[config.mk]
export PLATFORM = sky130hd
export DESIGN_NAME = dac_playback
export DESIGN_NICKNAME = d
export VERILOG_FILES = /design/src/rtl/dac_playback_pkg.sv /design/src/rtl/dac_sample_fifo.sv /design/src/rtl/dac_playback.sv
export SDC_FILE = /design/constraint.sdc
export NUM_CORES = 1
export LEC_CHECK = 0
export ABC_CLOCK_PERIOD_IN_PS = 7400
export BUFFER_PORTS_ARGS = -buffer_cell sky130_fd_sc_hd__buf_2
export CAP_MARGIN = 25
export CORE_ASPECT_RATIO = 1.1
export CORE_MARGIN = 2
export CORE_UTILIZATION = 55
export CTS_BUF_LIST = sky130_fd_sc_hd__clkbuf_4 sky130_fd_sc_hd__clkbuf_8
export DETAILED_ROUTE_END_ITERATION = 10
export PLACE_DENSITY = 0.73
export SLEW_MARGIN = 15
export SYNTH_ARGS = -nofsm -noshare
export SYNTH_HDL_FRONTEND = slang
export SYNTH_HIERARCHICAL = 1
export SYNTH_SLANG_ARGS = --single-unit
[constraint.sdc]
create_clock -name clk -period 7.4 [get_ports clk]
set_input_delay 1.48 -clock clk [delete_from_list [all_inputs] [get_ports clk]]
set_output_delay 1.48 -clock clk [all_outputs]
set_load 0.1 [all_outputs]
[src/rtl/dac_playback_pkg.sv]
// Shared types and constants for the DAC playback block.
package dac_playback_pkg;

  typedef enum logic [1:0] {IDLE, FILL, PLAY} state_t;

  // Default geometry: two 16-bit samples per stream beat, 16-entry sample FIFO.
  localparam int SAMPLE_W          = 16;
  localparam int SAMPLE_FIFO_DEPTH = 16;
  localparam int BEAT_W            = 2 * SAMPLE_W;
  localparam int FIFO_CNT_W        = $clog2(SAMPLE_FIFO_DEPTH) + 1;

  // Same derivations for non-default parameterisations.
  function automatic int beat_w(input int dw);
    return 2 * dw;
  endfunction

  function automatic int fifo_cnt_w(input int depth);
    return $clog2(depth) + 1;
  endfunction

endpackage

[src/rtl/dac_sample_fifo.sv]
// Sample FIFO: writes one or two samples per cycle (low half first),
// reads one sample per cycle, first-word fall-through read data.
module dac_sample_fifo
  import dac_playback_pkg::*;
#(
  parameter int DATA_W = SAMPLE_W,
  parameter int DEPTH  = SAMPLE_FIFO_DEPTH
) (
  input  logic                  clk,
  input  logic                  resetn,
  input  logic                  flush,
  input  logic                  wr_en,
  input  logic                  wr_two,
  input  logic [2*DATA_W-1:0]   wr_data,
  input  logic                  rd_en,
  output logic [DATA_W-1:0]     rd_data,
  output logic [$clog2(DEPTH):0] count
);
  localparam int AW = $clog2(DEPTH);
  localparam int CW = AW + 1;

  logic [DATA_W-1:0] mem [DEPTH];
  logic [AW-1:0]     wptr, rptr;

  // Storage write; the caller only writes when at least two entries are free.
  always_ff @(posedge clk) begin
    if (wr_en && !flush) begin
      mem[wptr] <= wr_data[DATA_W-1:0];
      if (wr_two) mem[wptr + AW'(1)] <= wr_data[2*DATA_W-1:DATA_W];
    end
  end

  // Pointers and occupancy; flush empties the FIFO in one cycle.
  always_ff @(posedge clk) begin
    if (!resetn || flush) begin
      wptr  <= '0;
      rptr  <= '0;
      count <= '0;
    end else begin
      if (wr_en) wptr <= wptr + (wr_two ? AW'(2) : AW'(1));
      if (rd_en) rptr <= rptr + AW'(1);
      count <= count + (wr_en ? (wr_two ? CW'(2) : CW'(1)) : CW'(0))
                     - (rd_en ? CW'(1) : CW'(0));
    end
  end

  assign rd_data = mem[rptr];

endmodule

[src/rtl/dac_playback.sv]
// DAC playback: prefill a sample FIFO from an AXI-Stream source, then replay
// packet_size samples every clk_div+1 cycles on a parallel DAC bus.
// Optional macro DAC_PLAYBACK_TLAST_CHECK_EN adds a sticky tlast_err output.
module dac_playback
  import dac_playback_pkg::*;
#(
  parameter int DATA_W     = SAMPLE_W,
  parameter int FIFO_DEPTH = SAMPLE_FIFO_DEPTH,
  parameter int CNT_W      = 32,
  parameter int DIV_W      = 16
) (
  input  logic                clk,
  input  logic                resetn,
  input  logic                start,
  input  logic                stop,
  input  logic [CNT_W-1:0]    packet_size,
  input  logic [DIV_W-1:0]    clk_div,
  input  logic [2*DATA_W-1:0] s_axis_tdata,
  input  logic                s_axis_tvalid,
  output logic                s_axis_tready,
  input  logic                s_axis_tlast,
  output logic [DATA_W-1:0]   dac_data,
  output logic                dac_valid,
  output logic                busy,
  output logic                done,
`ifdef DAC_PLAYBACK_TLAST_CHECK_EN
  output logic                tlast_err,
`endif
  output logic                underrun
);
  localparam int BW  = (DATA_W == SAMPLE_W) ? BEAT_W : beat_w(DATA_W);
  localparam int FCW = (FIFO_DEPTH == SAMPLE_FIFO_DEPTH) ? FIFO_CNT_W : fifo_cnt_w(FIFO_DEPTH);

  state_t            state;
  logic [CNT_W-1:0]  size_q, beats_left, smp_cnt;
  logic [DIV_W-1:0]  div_q, div_cnt;
  logic [FCW-1:0]    fifo_cnt;
  logic [DATA_W-1:0] fifo_rd;
  logic              start_acc, beat_acc, fill_ok, tick, pop, flush, wr_two;

  assign start_acc = (state == IDLE) && start && !stop && (packet_size != '0);
  // A stop cycle never accepts a beat: it would only be flushed.
  assign s_axis_tready = (state == FILL || state == PLAY) && !stop &&
                         (FCW'(FIFO_DEPTH) - fifo_cnt >= FCW'(2)) && (beats_left != '0);
  assign beat_acc = s_axis_tvalid && s_axis_tready;
  assign wr_two   = !((beats_left == CNT_W'(1)) && size_q[0]);
  assign fill_ok  = (fifo_cnt >= FCW'(FIFO_DEPTH - 1)) || (beats_left == '0);
  assign tick     = (state == PLAY) && !stop && (div_cnt == '0);
  assign pop      = tick && (fifo_cnt != '0);
  assign flush    = start_acc || (stop && state != IDLE);
  assign busy     = (state != IDLE);

  dac_sample_fifo #(.DATA_W(DATA_W), .DEPTH(FIFO_DEPTH)) u_fifo (
    .clk     (clk),
    .resetn  (resetn),
    .flush   (flush),
    .wr_en   (beat_acc),
    .wr_two  (wr_two),
    .wr_data (s_axis_tdata[BW-1:0]),
    .rd_en   (pop),
    .rd_data (fifo_rd),
    .count   (fifo_cnt)
  );

  // Control FSM with pacing divider, sample counter and registered outputs.
  always_ff @(posedge clk) begin
    if (!resetn) begin
      state      <= IDLE;
      size_q     <= '0;
      div_q      <= '0;
      beats_left <= '0;
      smp_cnt    <= '0;
      div_cnt    <= '0;
      dac_data   <= '0;
      dac_valid  <= 1'b0;
      done       <= 1'b0;
      underrun   <= 1'b0;
    end else begin
      dac_valid <= 1'b0;
      done      <= 1'b0;
      if (beat_acc) beats_left <= beats_left - CNT_W'(1);
      case (state)
        IDLE: if (start_acc) begin
          size_q     <= packet_size;
          div_q      <= clk_div;
          beats_left <= (packet_size >> 1) + CNT_W'(packet_size[0]);
          smp_cnt    <= '0;
          underrun   <= 1'b0;
          state      <= FILL;
        end
        FILL: begin
          if (stop) state <= IDLE;
          else if (fill_ok) begin
            div_cnt <= '0;
            state   <= PLAY;
          end
        end
        PLAY: begin
          if (stop) state <= IDLE;
          else if (tick) begin
            if (pop) begin
              dac_data  <= fifo_rd;
              dac_valid <= 1'b1;
              smp_cnt   <= smp_cnt + CNT_W'(1);
              div_cnt   <= div_q;
              if (smp_cnt + CNT_W'(1) == size_q) begin
                done  <= 1'b1;
                state <= IDLE;
              end
            end else begin
              // Empty FIFO: retry next cycle without reloading the divider.
              underrun <= 1'b1;
            end
          end else begin
            div_cnt <= div_cnt - DIV_W'(1);
          end
        end
        default: state <= IDLE;
      endcase
    end
  end

`ifdef DAC_PLAYBACK_TLAST_CHECK_EN
  // Sticky framing error: tlast must appear on the final beat and only there.
  always_ff @(posedge clk) begin
    if (!resetn || start_acc) tlast_err <= 1'b0;
    else if (beat_acc && (s_axis_tlast != (beats_left == CNT_W'(1)))) tlast_err <= 1'b1;
  end
`else
  logic unused_tlast;
  assign unused_tlast = s_axis_tlast;
`endif

endmodule

==> run summary, run 1 <==
Placed cell areas: 0.0237 sq mm
Syn nets: 2165
Ant diodes: 0
CTS buffer count: 74
Crit path launch type: flip-flop
Most common cell after layout, fill and taps aside: mux2_2
DRC viols: 0
Skew-Pair Late Insertion Delay: 630 ps
Multi-input gate area in the final layout: 0.0111 sq mm
Fmax: 216 MHz
Share of layout cells above drive strength 1: 29.5%
Grt ovf: 0
Crit Path Max Fanout: 16
Tmin final: 4630 ps
NumNets Final: 2220
Buf/Inv on CP: 1
Synth cell types: 82
First-pass DRT Iterations: 5
Largest net degree at the start of global routing: 65
Non-Filler Instances: 2718
CTS clk-pin slew, worst paths: 50 ps
Sequential power share: 45.2%
Max Cap Viol: 0
Routed len/inst: 22.6 um
Initial antenna violation count: 0
GPL Wtd Cong: 0.952
Root buffer cell: clkbuf_8
Die area: 0.0432 sq mm
Sw frac: 28.8%
Area of the core: 0.0412 sq mm
Max-slew violation count: 0
Post-route clock period utilization: 62.5%
Ports: 107
CP top delay family: simple AND/OR/NAND/NOR gates
CTS tree: built
Total GRT Usage: 28.3%
Layout area overhead: 10.7%
Endpoints failing hold: 0
Aggregate routed wire length: 61300 um
Internal power: 4.20 mW
Cts hold-fix bufs: 0
Total number of vias: 16800
Final worst setup slack: 2770 ps
H-tree depth: 3
Hold Crit Class: reg -> reg
Worst Skew: 31.4 ps
Vias in the first global route: 16824
Final setup TNS: 0 ps
Post-CTS Repair Setup Buffers: 0
CP Class: reg -> reg
Outcome: completed
Pwr Total: 5.89 mW
# fillers: 3381
Synth Cell Area: 0.0229 sq mm
Req. time, crit path: 7750 ps
Synth top area share: 33.6%
Ranking of synthesized cells by area: edfxtp_1 (34%), dfxtp_1 (15%), mux2_2 (13%)
CP Capture Type: flip-flop
Ys async rst share: 0%
Mapped Cells: 2053
Reg2reg setup slack: 2770 ps
Most used cell, CP: ha_1
Largest area contributor in the netlist: edfxtp_1
Syn Area/Cell: 11.1 sq um
Most frequent cells in the layout: mux2_2 (258), edfxtp_1 (256), nand2_1 (236)
Via/cell ratio: 6.18
Clock Sinks: 422
Row count: 78
EDFF count, synth: 256
Antenna viol nets, final: 0
DIE WIDTH: 198 um
Post-CTS Resized: 0
First-pass GRT wire length: 93400 um
Max incr delay on CP: 870 ps
Die height: 218 um
Initial core utilization: 55.5%
Sequential area share after synthesis: 48.1%
Clk buf depth: 3
Dominant synthesized flop cell: edfxtp_1
Design Area, Final: 0.0253 sq mm
Clock network fraction of design power: 37.0%
Critical-path cell list: inv_1 -> ha_1 -> nor3b_1 -> ha_1 -> o2111ai_1 -> nand4b_1 -> a21oi_1 -> nand2_2 -> or3_1 -> nor3_4 -> mux2_2
DP Wirelength: 40200 um
Final setup fails: 0
Worst slew pin tran: 1040 ps
Seq cells post-synth: 422
Buffers on Ports: 105
Sequential Area: 0.0110 sq mm
DP Cell Count: 2588
Combinational power share: 17.8%
Slowest cell on crit path: nor3_4
Pwr Density: 233 mW/mm^2
VDD IR-drop max: 0.180 mV
Initial DRC count: 1060
Lkg Pwr: 8.50 nW
Worst rel slew slack: 30.4%
Dpl ws: 2350 ps
Setup repair after global routing missed its margin: false
Ys Warns: 6
Switching power total: 1.69 mW
Crit path DAT: 4980 ps
## state kept, by name, summed over array words and instances (netlist names), named ones only
| name | count |
|---|---|
| smp_cnt | 32 |
| beats_left | 32 |
| div_cnt | 16 |
| underrun | 1 |
| dac_valid | 1 |
| div_q | 16 |
| u_fifo/rptr | 4 |
| u_fifo/mem | 256 |
| done | 1 |
| u_fifo/count | 5 |
| u_fifo/wptr | 4 |
| state | 2 |
| dac_data | 16 |
| size_q | 32 |
## final timing paths
check | from | to | depth (start not counted)
hold reg to reg | dac_data[2] | dac_data[2] | 2
setup / recovery | u_fifo/count[0] | u_fifo/mem[7][9] | 11
setup reg to reg | u_fifo/count[0] | u_fifo/mem[7][9] | 11
hold / removal | dac_data[2] | dac_data[2] | 2
## power by group through the flow
stage	Sequential [mW]	Clock [mW]	Combinational, mW
final	2.66	2.18	1.05
after floorplan	2.70	0	0.759
after detailed placement	2.71	0	1.03
after global routing	2.67	2.33	1.15
after CTS	2.66	2.23	1.04
after global placement	2.70	0	1.01
## cells by family after synthesis
kind of cell	Yosys count	synth area share (%)
flops	422	48.1
mux	330	19.4
simple gates	638	14.3
fa+ha+maj	26	1.49
buf+inv	199	3.70
compound gates	324	8.65
xor+xnor	114	4.37
## cell type report
cell class | count | share of cell area (%)
multi-input cells | 1432 | 43.7
flip-flops and latches | 422 | 43.5
clock buffers | 110 | 5.34
repair buffers | 146 | 3.69
well taps | 560 | 2.77
clock inverters | 16 | 0.514
inverters | 32 | 0.479
## per-stage QoR
step	utilization [%]	hold WS [ps]
global route	61.5	468
floorplan	-	433
global placement	57.5	440
CTS	61.2	453
detailed placement	57.6	444
finish	61.5	448
## worst min-delay path: stages (launching register included)
cell and delay (ps):
dfxtp_1 300, nand2_1 50, a21oi_1 50
## Yosys cell counts, drive strengths merged (6+ instances only)
cell	count
a211oi	15
a21o	9
a21oi	136
a22oi	34
a31oi	8
and2	11
and3	12
and4	10
buf	49
clkbuf	118
dfxtp	166
edfxtp	256
ha	24
inv	32
mux2	260
mux2i	6
mux4	64
nand2	237
nand2b	8
nand3	66
nand4	31
nand4b	8
nor2	97
nor2b	9
nor3	61
nor4	31
o2111ai	7
o21a	6
o21ai	69
or3	21
or4	15
xnor2	66
xor2	48
## routing by layer
metal / routed length (um) / track usage (%)
met1: 23800 / 34.7
met3: 4530 / 4.72
met4: 2320 / 12.0
met2: 30600 / 49.5
met5: 0 / 0
No activity file was read; power rests on OpenSTA's default activity.
==> run 2: changes to the inputs <==
--- a/config.mk
+++ b/config.mk
@@ -5,7 +5,7 @@
 export SDC_FILE = /design/constraint.sdc
 export NUM_CORES = 1
 export LEC_CHECK = 0
-export ABC_CLOCK_PERIOD_IN_PS = 7400
+export ABC_CLOCK_PERIOD_IN_PS = 4000
 export BUFFER_PORTS_ARGS = -buffer_cell sky130_fd_sc_hd__buf_2
 export CAP_MARGIN = 25
 export CORE_ASPECT_RATIO = 1.1
@@ -13,7 +13,7 @@
 export CORE_UTILIZATION = 55
 export CTS_BUF_LIST = sky130_fd_sc_hd__clkbuf_4 sky130_fd_sc_hd__clkbuf_8
 export DETAILED_ROUTE_END_ITERATION = 10
-export PLACE_DENSITY = 0.73
+export PLACE_DENSITY = 0.75
 export SLEW_MARGIN = 15
 export SYNTH_ARGS = -nofsm -noshare
 export SYNTH_HDL_FRONTEND = slang
==> constraint.sdc (replaced) <==
create_clock -name clk -period 4 [get_ports clk]
set_input_delay 0.8 -clock clk [delete_from_list [all_inputs] [get_ports clk]]
set_output_delay 0.8 -clock clk [all_outputs]
set_load 0.1 [all_outputs]
==> run 2 against run 1 <==
Via count rose by 0.58%. Combinational power rose by 90%. Critical path depth fell by 5. Sequential power rose by 85%. Hold slack got worse by 41 ps. Count of clock-buffer cells in the layout fell by 15. Total power rose by 82%. Critical path type is now reg -> out. Largest power group unchanged.
==> run summary, run 2 (synthesis gave the netlist of run 1 again) <==
Post-route clock period utilization: 95.4%
Routed len/inst: 21.9 um (was 22.6 um)
Max Cap Viol: 0 (unchanged)
Cts hold-fix bufs: 0 (unchanged)
Reg2reg setup slack: 180 ps (was 2770 ps)
Post-CTS Repair Setup Buffers: 0 (unchanged)
Worst Skew: 26.0 ps (was 31.4 ps)
Buf/Inv on CP: 2 (was 1)
Grt ovf: 0 (unchanged)
CP top delay family: simple AND/OR/NAND/NOR gates (unchanged)
GPL Wtd Cong: 0.928 (was 0.952)
Skew-Pair Late Insertion Delay: 650 ps (was 630 ps)
Outcome: completed (unchanged)
Slowest cell on crit path: or4_4 (was nor3_4)
Hold Crit Class: in -> reg (was reg -> reg)
Row count: 78 (unchanged)
Worst slew pin tran: 966 ps (was 1040 ps)
Initial antenna violation count: 0 (unchanged)
First-pass DRT Iterations: 5 (unchanged)
DRC viols: 0 (unchanged)
Initial DRC count: 1141 (was 1060)
Total number of vias: 16897 (was 16800)
# fillers: 3319 (was 3381)
Largest net degree at the start of global routing: 103 (was 65)
Die area: 0.0432 sq mm (unchanged)
CTS clk-pin slew, worst paths: 70 ps (was 50 ps)
FF-to-FF End: u_fifo/count[4] (was u_fifo/mem[7][9])
Fin Hold WS: 408 ps (was 448 ps)
Root buffer cell: clkbuf_8 (unchanged)
Area of the core: 0.0412 sq mm (unchanged)
Clock Sinks: 422 (unchanged)
Share of layout cells above drive strength 1: 30.1% (was 29.5%)
Via/cell ratio: 6.13 (was 6.18)
Clk buf depth: 3 (unchanged)
Pwr Total: 10.7 mW (was 5.89 mW)
Antenna viol nets, final: 0 (unchanged)
CP Capture Type: primary output (was flip-flop)
DIE WIDTH: 198 um (unchanged)
Ports: 107 (unchanged)
CP Class: reg -> out (was reg -> reg)
Reg2reg start: beats_left[19] (was u_fifo/count[0])
Biggest register: u_fifo/mem (unchanged)
Max-slew violation count: 0 (unchanged)
Die height: 218 um (unchanged)
Vias in the first global route: 16761 (was 16824)
Lkg Pwr: 8.62 nW (was 8.50 nW)
Critical-path cell list: or4_4 -> or3_1 -> nor4b_4 -> buf_4 -> a21oi_1 -> buf_2 (was inv_1 -> ha_1 -> nor3b_1 -> ha_1 -> o2111ai_1 -> nand4b_1 -> a21oi_1 -> nand2_2 -> or3_1 -> nor3_4 -> mux2_2)
H-tree depth: 3 (unchanged)
CTS tree: built (unchanged)
Final setup TNS: 0 ps (unchanged)
Layout area overhead: 11.7% (was 10.7%)
Req. time, crit path: 3200 ps (was 7750 ps)
Initial core utilization: 55.5% (unchanged)
Post-CTS Resized: 0 (unchanged)
Worst Hold Depth: 3 (was 2)
Worst setup path end: s_axis_tready (was u_fifo/mem[7][9])
Critical Path Start: beats_left[19] (was u_fifo/count[0])
Setup repair after global routing missed its margin: false (unchanged)
Pwr Density: 419 mW/mm^2 (was 233 mW/mm^2)
NumNets Final: 2253 (was 2220)
Crit path depth: 6 (was 11)
Ant diodes: 0 (unchanged)
Fmax: 262 MHz
VDD IR-drop max: 0.315 mV (was 0.180 mV)
Worst rel slew slack: 35.3% (was 30.4%)
Total GRT Usage: 28.3% (about the same)
Crit path launch type: flip-flop (unchanged)
Buffers on Ports: 105 (unchanged)
Sequential Area: 0.0110 sq mm (unchanged)
Aggregate routed wire length: 60400 um (was 61300 um)
FF-to-FF path depth: 14 (was 11)
Crit Path Max Fanout: 5 (was 16)
Multi-input gate area in the final layout: 0.0111 sq mm (about the same)
Final setup fails: 0 (unchanged)
Endpoints failing hold: 0 (unchanged)
Most frequent cells in the layout: mux2_2 (258), edfxtp_1 (256), nand2_1 (236) (unchanged)
Max incr delay on CP: 580 ps (was 870 ps)
Tmin final: 3820 ps
DP Wirelength: 41100 um (was 40200 um)
Most common cell after layout, fill and taps aside: mux2_2 (unchanged)
Max reg flops: 256 (unchanged)
Crit path DAT: 3020 ps (was 4980 ps)
First-pass GRT wire length: 93100 um (was 93400 um)
CTS buffer count: 72 (was 74)
==> run 2: layer usage <==
layer	part of all wire [%]	global-route usage (%)	vias up
met1	39	35.3	8258
met3	7.2	4.39	147
li1	-	-	7842
met2	50	49.1	650
met4	3.5	11.5	0
met5	0	0	-
==> run 2: how the worst min path moves through the flow <==
stage                      from     endpoint  slack (ps)
detailed placement  dac_data[2]  dac_data[2]         450
global placement    dac_data[2]  dac_data[2]         440
finish               clk_div[2]     div_q[2]         410
floorplan              div_q[2]     div_q[2]         430
CTS                 clk_div[13]    div_q[13]         370
global route         clk_div[2]     div_q[2]         390
==> run 2: cell type report <==
| cell class | instances | area share [%] |
|---|---|---|
| multi-input cells | 1432 | 43.3 |
| flip-flops and latches | 422 | 43.1 |
| repair buffers | 181 | 4.98 |
| clock buffers | 95 | 4.82 |
| well taps | 560 | 2.74 |
| clock inverters | 33 | 0.602 |
| inverters | 32 | 0.475 |
==> run 2: power breakdown <==
group	switching, mW	internal, mW	total (mW)	leakage (nW)
sequential	0.142	4.78	4.92	3.65
combinational	1.27	0.728	1.99	4.24
clock	1.80	2.01	3.80	0.728
total	3.20	7.51	10.7	8.62
==> run 2: stage by stage <==
step	instances	worst slack [ps]	utilization (%)	instance area, sq um
after floorplan	2053	161	-	22900
after global placement	2627	276	58.7	24200
after detailed placement	2627	252	58.7	24200
after CTS	2755	172	62.0	25600
after global routing	2755	61.3	62.0	25600
final	2755	182	62.0	25600
==> run 2: worst register-to-register path, delay by kind of cell (launching register included) <==
family          cells  cell delay (ps)
fa+ha+maj           3              960
xor+xnor            1              160
simple gates        6             1640
compound gates      2              400
flops               1              350
buf+inv             2              160
==> run 3: changes to the inputs <==
--- a/config.mk
+++ b/config.mk
@@ -13,7 +13,7 @@
 export CORE_UTILIZATION = 55
 export CTS_BUF_LIST = sky130_fd_sc_hd__clkbuf_4 sky130_fd_sc_hd__clkbuf_8
 export DETAILED_ROUTE_END_ITERATION = 10
-export PLACE_DENSITY = 0.75
+export PLACE_DENSITY = 0.78
 export SLEW_MARGIN = 15
 export SYNTH_ARGS = -nofsm -noshare
 export SYNTH_HDL_FRONTEND = slang
==> run 3 against run 2 <==
Worst setup slack got worse by 60 ps. Sequential cell count unchanged. First-iteration DRC count increased by 30%. Design area increased by 0.25%. Global-route usage increased by 0.42 points. Fmax decreased by 1.6%. Register-to-register slack improved by 30 ps. Cell count about the same. Non-clock buffer count decreased by 3. Utilization increased by 0.15 points. Highest routed layer unchanged.
==> run summary, run 3 (synthesis gave the netlist of run 1 again) <==
Hold Crit Class: in -> reg (unchanged)
Worst slew pin tran: 1070 ps (was 966 ps)
Share of layout cells above drive strength 1: 30.4% (was 30.1%)
Slowest cell on crit path: or4_4 (unchanged)
Max Cap Viol: 0 (unchanged)
Antenna viol nets, final: 0 (unchanged)
Fmax: 258 MHz (was 262 MHz)
Row count: 78 (unchanged)
Post-CTS Repair Setup Buffers: 0 (unchanged)
Worst Hold Depth: 3 (unchanged)
Lkg Pwr: 8.63 nW (was 8.62 nW)
DP Wirelength: 41300 um (was 41100 um)
Crit Path Max Fanout: 5 (unchanged)
Crit path DAT: 3080 ps (was 3020 ps)
Reg2reg setup slack: 210 ps (was 180 ps)
CP top delay family: simple AND/OR/NAND/NOR gates (unchanged)
Max incr delay on CP: 580 ps (about the same)
CTS buffer count: 71 (was 72)
VDD IR-drop max: 0.381 mV (was 0.315 mV)
Total number of vias: 17197 (was 16897)
CTS tree: built (unchanged)
Post-route clock period utilization: 97.0% (was 95.4%)
Hold endpoint: div_q[1] (was div_q[2])
Final setup TNS: 0 ps (unchanged)
Placed cell areas: 0.0242 sq mm (about the same)
Vias in the first global route: 17108 (was 16761)
Outcome: completed (unchanged)
Worst rel slew slack: 28.5% (was 35.3%)
Layout area overhead: 12.0% (was 11.7%)
Ant diodes: 0 (unchanged)
Global route hottest layer: met2 (unchanged)
Grt ovf: 0 (unchanged)
DIE WIDTH: 198 um (unchanged)
Max-slew violation count: 0 (unchanged)
H-tree depth: 3 (unchanged)
Root buffer cell: clkbuf_8 (unchanged)
Req. time, crit path: 3200 ps (about the same)
NumNets Final: 2249 (was 2253)
Hold path start: clk_div[1] (was clk_div[2])
Via/cell ratio: 6.25 (was 6.13)
Buf/Inv on CP: 2 (unchanged)
Crit path launch type: flip-flop (unchanged)
GR met1 Demand/Resource: 36.0% (was 35.3%)
Area of the core: 0.0412 sq mm (unchanged)
Worst Skew: 23.6 ps (was 26.0 ps)
Design Area, Final: 0.0256 sq mm (about the same)
Critical Path Start: beats_left[19] (unchanged)
Initial core utilization: 55.5% (unchanged)
Tmin final: 3880 ps (was 3820 ps)
Post-CTS Resized: 0 (unchanged)
GR Layer Usage met3: 4.01% (was 4.39%)
Most frequent cells in the layout: mux2_2 (258), edfxtp_1 (256), nand2_1 (236) (unchanged)
CTS clk-pin slew, worst paths: 60 ps (was 70 ps)
Reg2reg start: u_fifo/count[0] (was beats_left[19])
CP Class: reg -> out (unchanged)
Cts hold-fix bufs: 0 (unchanged)
GPL Wtd Cong: 0.975 (was 0.928)
Most common cell after layout, fill and taps aside: mux2_2 (unchanged)
Initial DRC count: 1488 (was 1141)
Final setup fails: 0 (unchanged)
Biggest register: u_fifo/mem (unchanged)
Endpoints failing hold: 0 (unchanged)
Die height: 218 um (unchanged)
M2 GR Usage: 48.9% (was 49.1%)
Pwr Total: 10.8 mW (was 10.7 mW)
FF-to-FF path depth: 13 (was 14)
Critical-path cell list: or4_4 -> or3_1 -> nor4b_4 -> buf_4 -> a21oi_1 -> buf_2 (unchanged)
FF-to-FF End: u_fifo/mem[7][9] (was u_fifo/count[4])
Clk buf depth: 3 (unchanged)
Pwr Density: 421 mW/mm^2 (was 419 mW/mm^2)
First-pass DRT Iterations: 5 (unchanged)
Setup repair after global routing missed its margin: false (unchanged)
First-pass GRT wire length: 95000 um (was 93100 um)
Aggregate routed wire length: 62000 um (was 60400 um)
Total GRT Usage: 28.7% (was 28.3%)
Fin util: 62.2% (was 62.0%)
DRC viols: 0 (unchanged)
Die area: 0.0432 sq mm (unchanged)
Ports: 107 (unchanged)
Skew-Pair Late Insertion Delay: 640 ps (was 650 ps)
Largest net degree at the start of global routing: 93 (was 103)
Routed len/inst: 22.5 um (was 21.9 um)
Buffers on Ports: 105 (unchanged)
Max reg flops: 256 (unchanged)
CP Capture Type: primary output (unchanged)
Clock Sinks: 422 (unchanged)
Initial antenna violation count: 0 (unchanged)
==> run 3: cell count changes in the layout (fill, tap and decap cells not counted), sizes merged <==
cell / before / now
buf: 181 / 178
clkinv: 30 / 18
inv: 32 / 34
clkbuf: 95 / 103
clkinvlp: 3 / 6
==> run 3: tightest hold or removal path, stage by stage <==
cell and delay (ps):
buf_2 90, nand2_1 40, a21oi_1 50
==> run 3: stage by stage <==
step | hold WS [ps] | instances | worst slack, ps
floorplan | 433 | 2053 | 161
global placement | 441 | 2624 | 262
detailed placement | 447 | 2624 | 166
CTS | 384 | 2753 | 150
global route | 408 | 2753 | 9.27
finish | 413 | 2753 | 122
==> run 3: how the worst max path moves through the flow <==
| stage | slack, ps | cells past startpoint | end |
|---|---|---|---|
| global placement | 260 | 13 | u_fifo/mem[7][12] |
| finish | 120 | 6 | s_axis_tready |
| floorplan | 160 | 12 | u_fifo/mem[4][0] |
| CTS | 150 | 13 | u_fifo/mem[7][2] |
| global route | 9 | 13 | u_fifo/mem[7][6] |
| detailed placement | 170 | 13 | u_fifo/mem[7][0] |
==> run 3: layout make-up <==
class / count / area, sq um
clock inverters: 26 / 145
flip-flops and latches: 422 / 11000
well taps: 560 / 701
clock buffers: 103 / 1260
fillers: 3237 / 15600
multi-input cells: 1432 / 11100
inverters: 32 / 121
repair buffers: 178 / 1310
==> run 3: power by group <==
group | switching, mW | internal (mW) | leakage, nW
clock network | 1.80 | 2.04 | 0.733
registers | 0.144 | 4.78 | 3.65
logic | 1.28 | 0.744 | 4.24
total | 3.22 | 7.56 | 8.63
==> run 3: metal layers <==
layer / up-vias / routed length [um]
met3: 165 / 4610
met5: - / 0
met4: 0 / 2520
li1: 7849 / -
met2: 816 / 30800
met1: 8367 / 24000
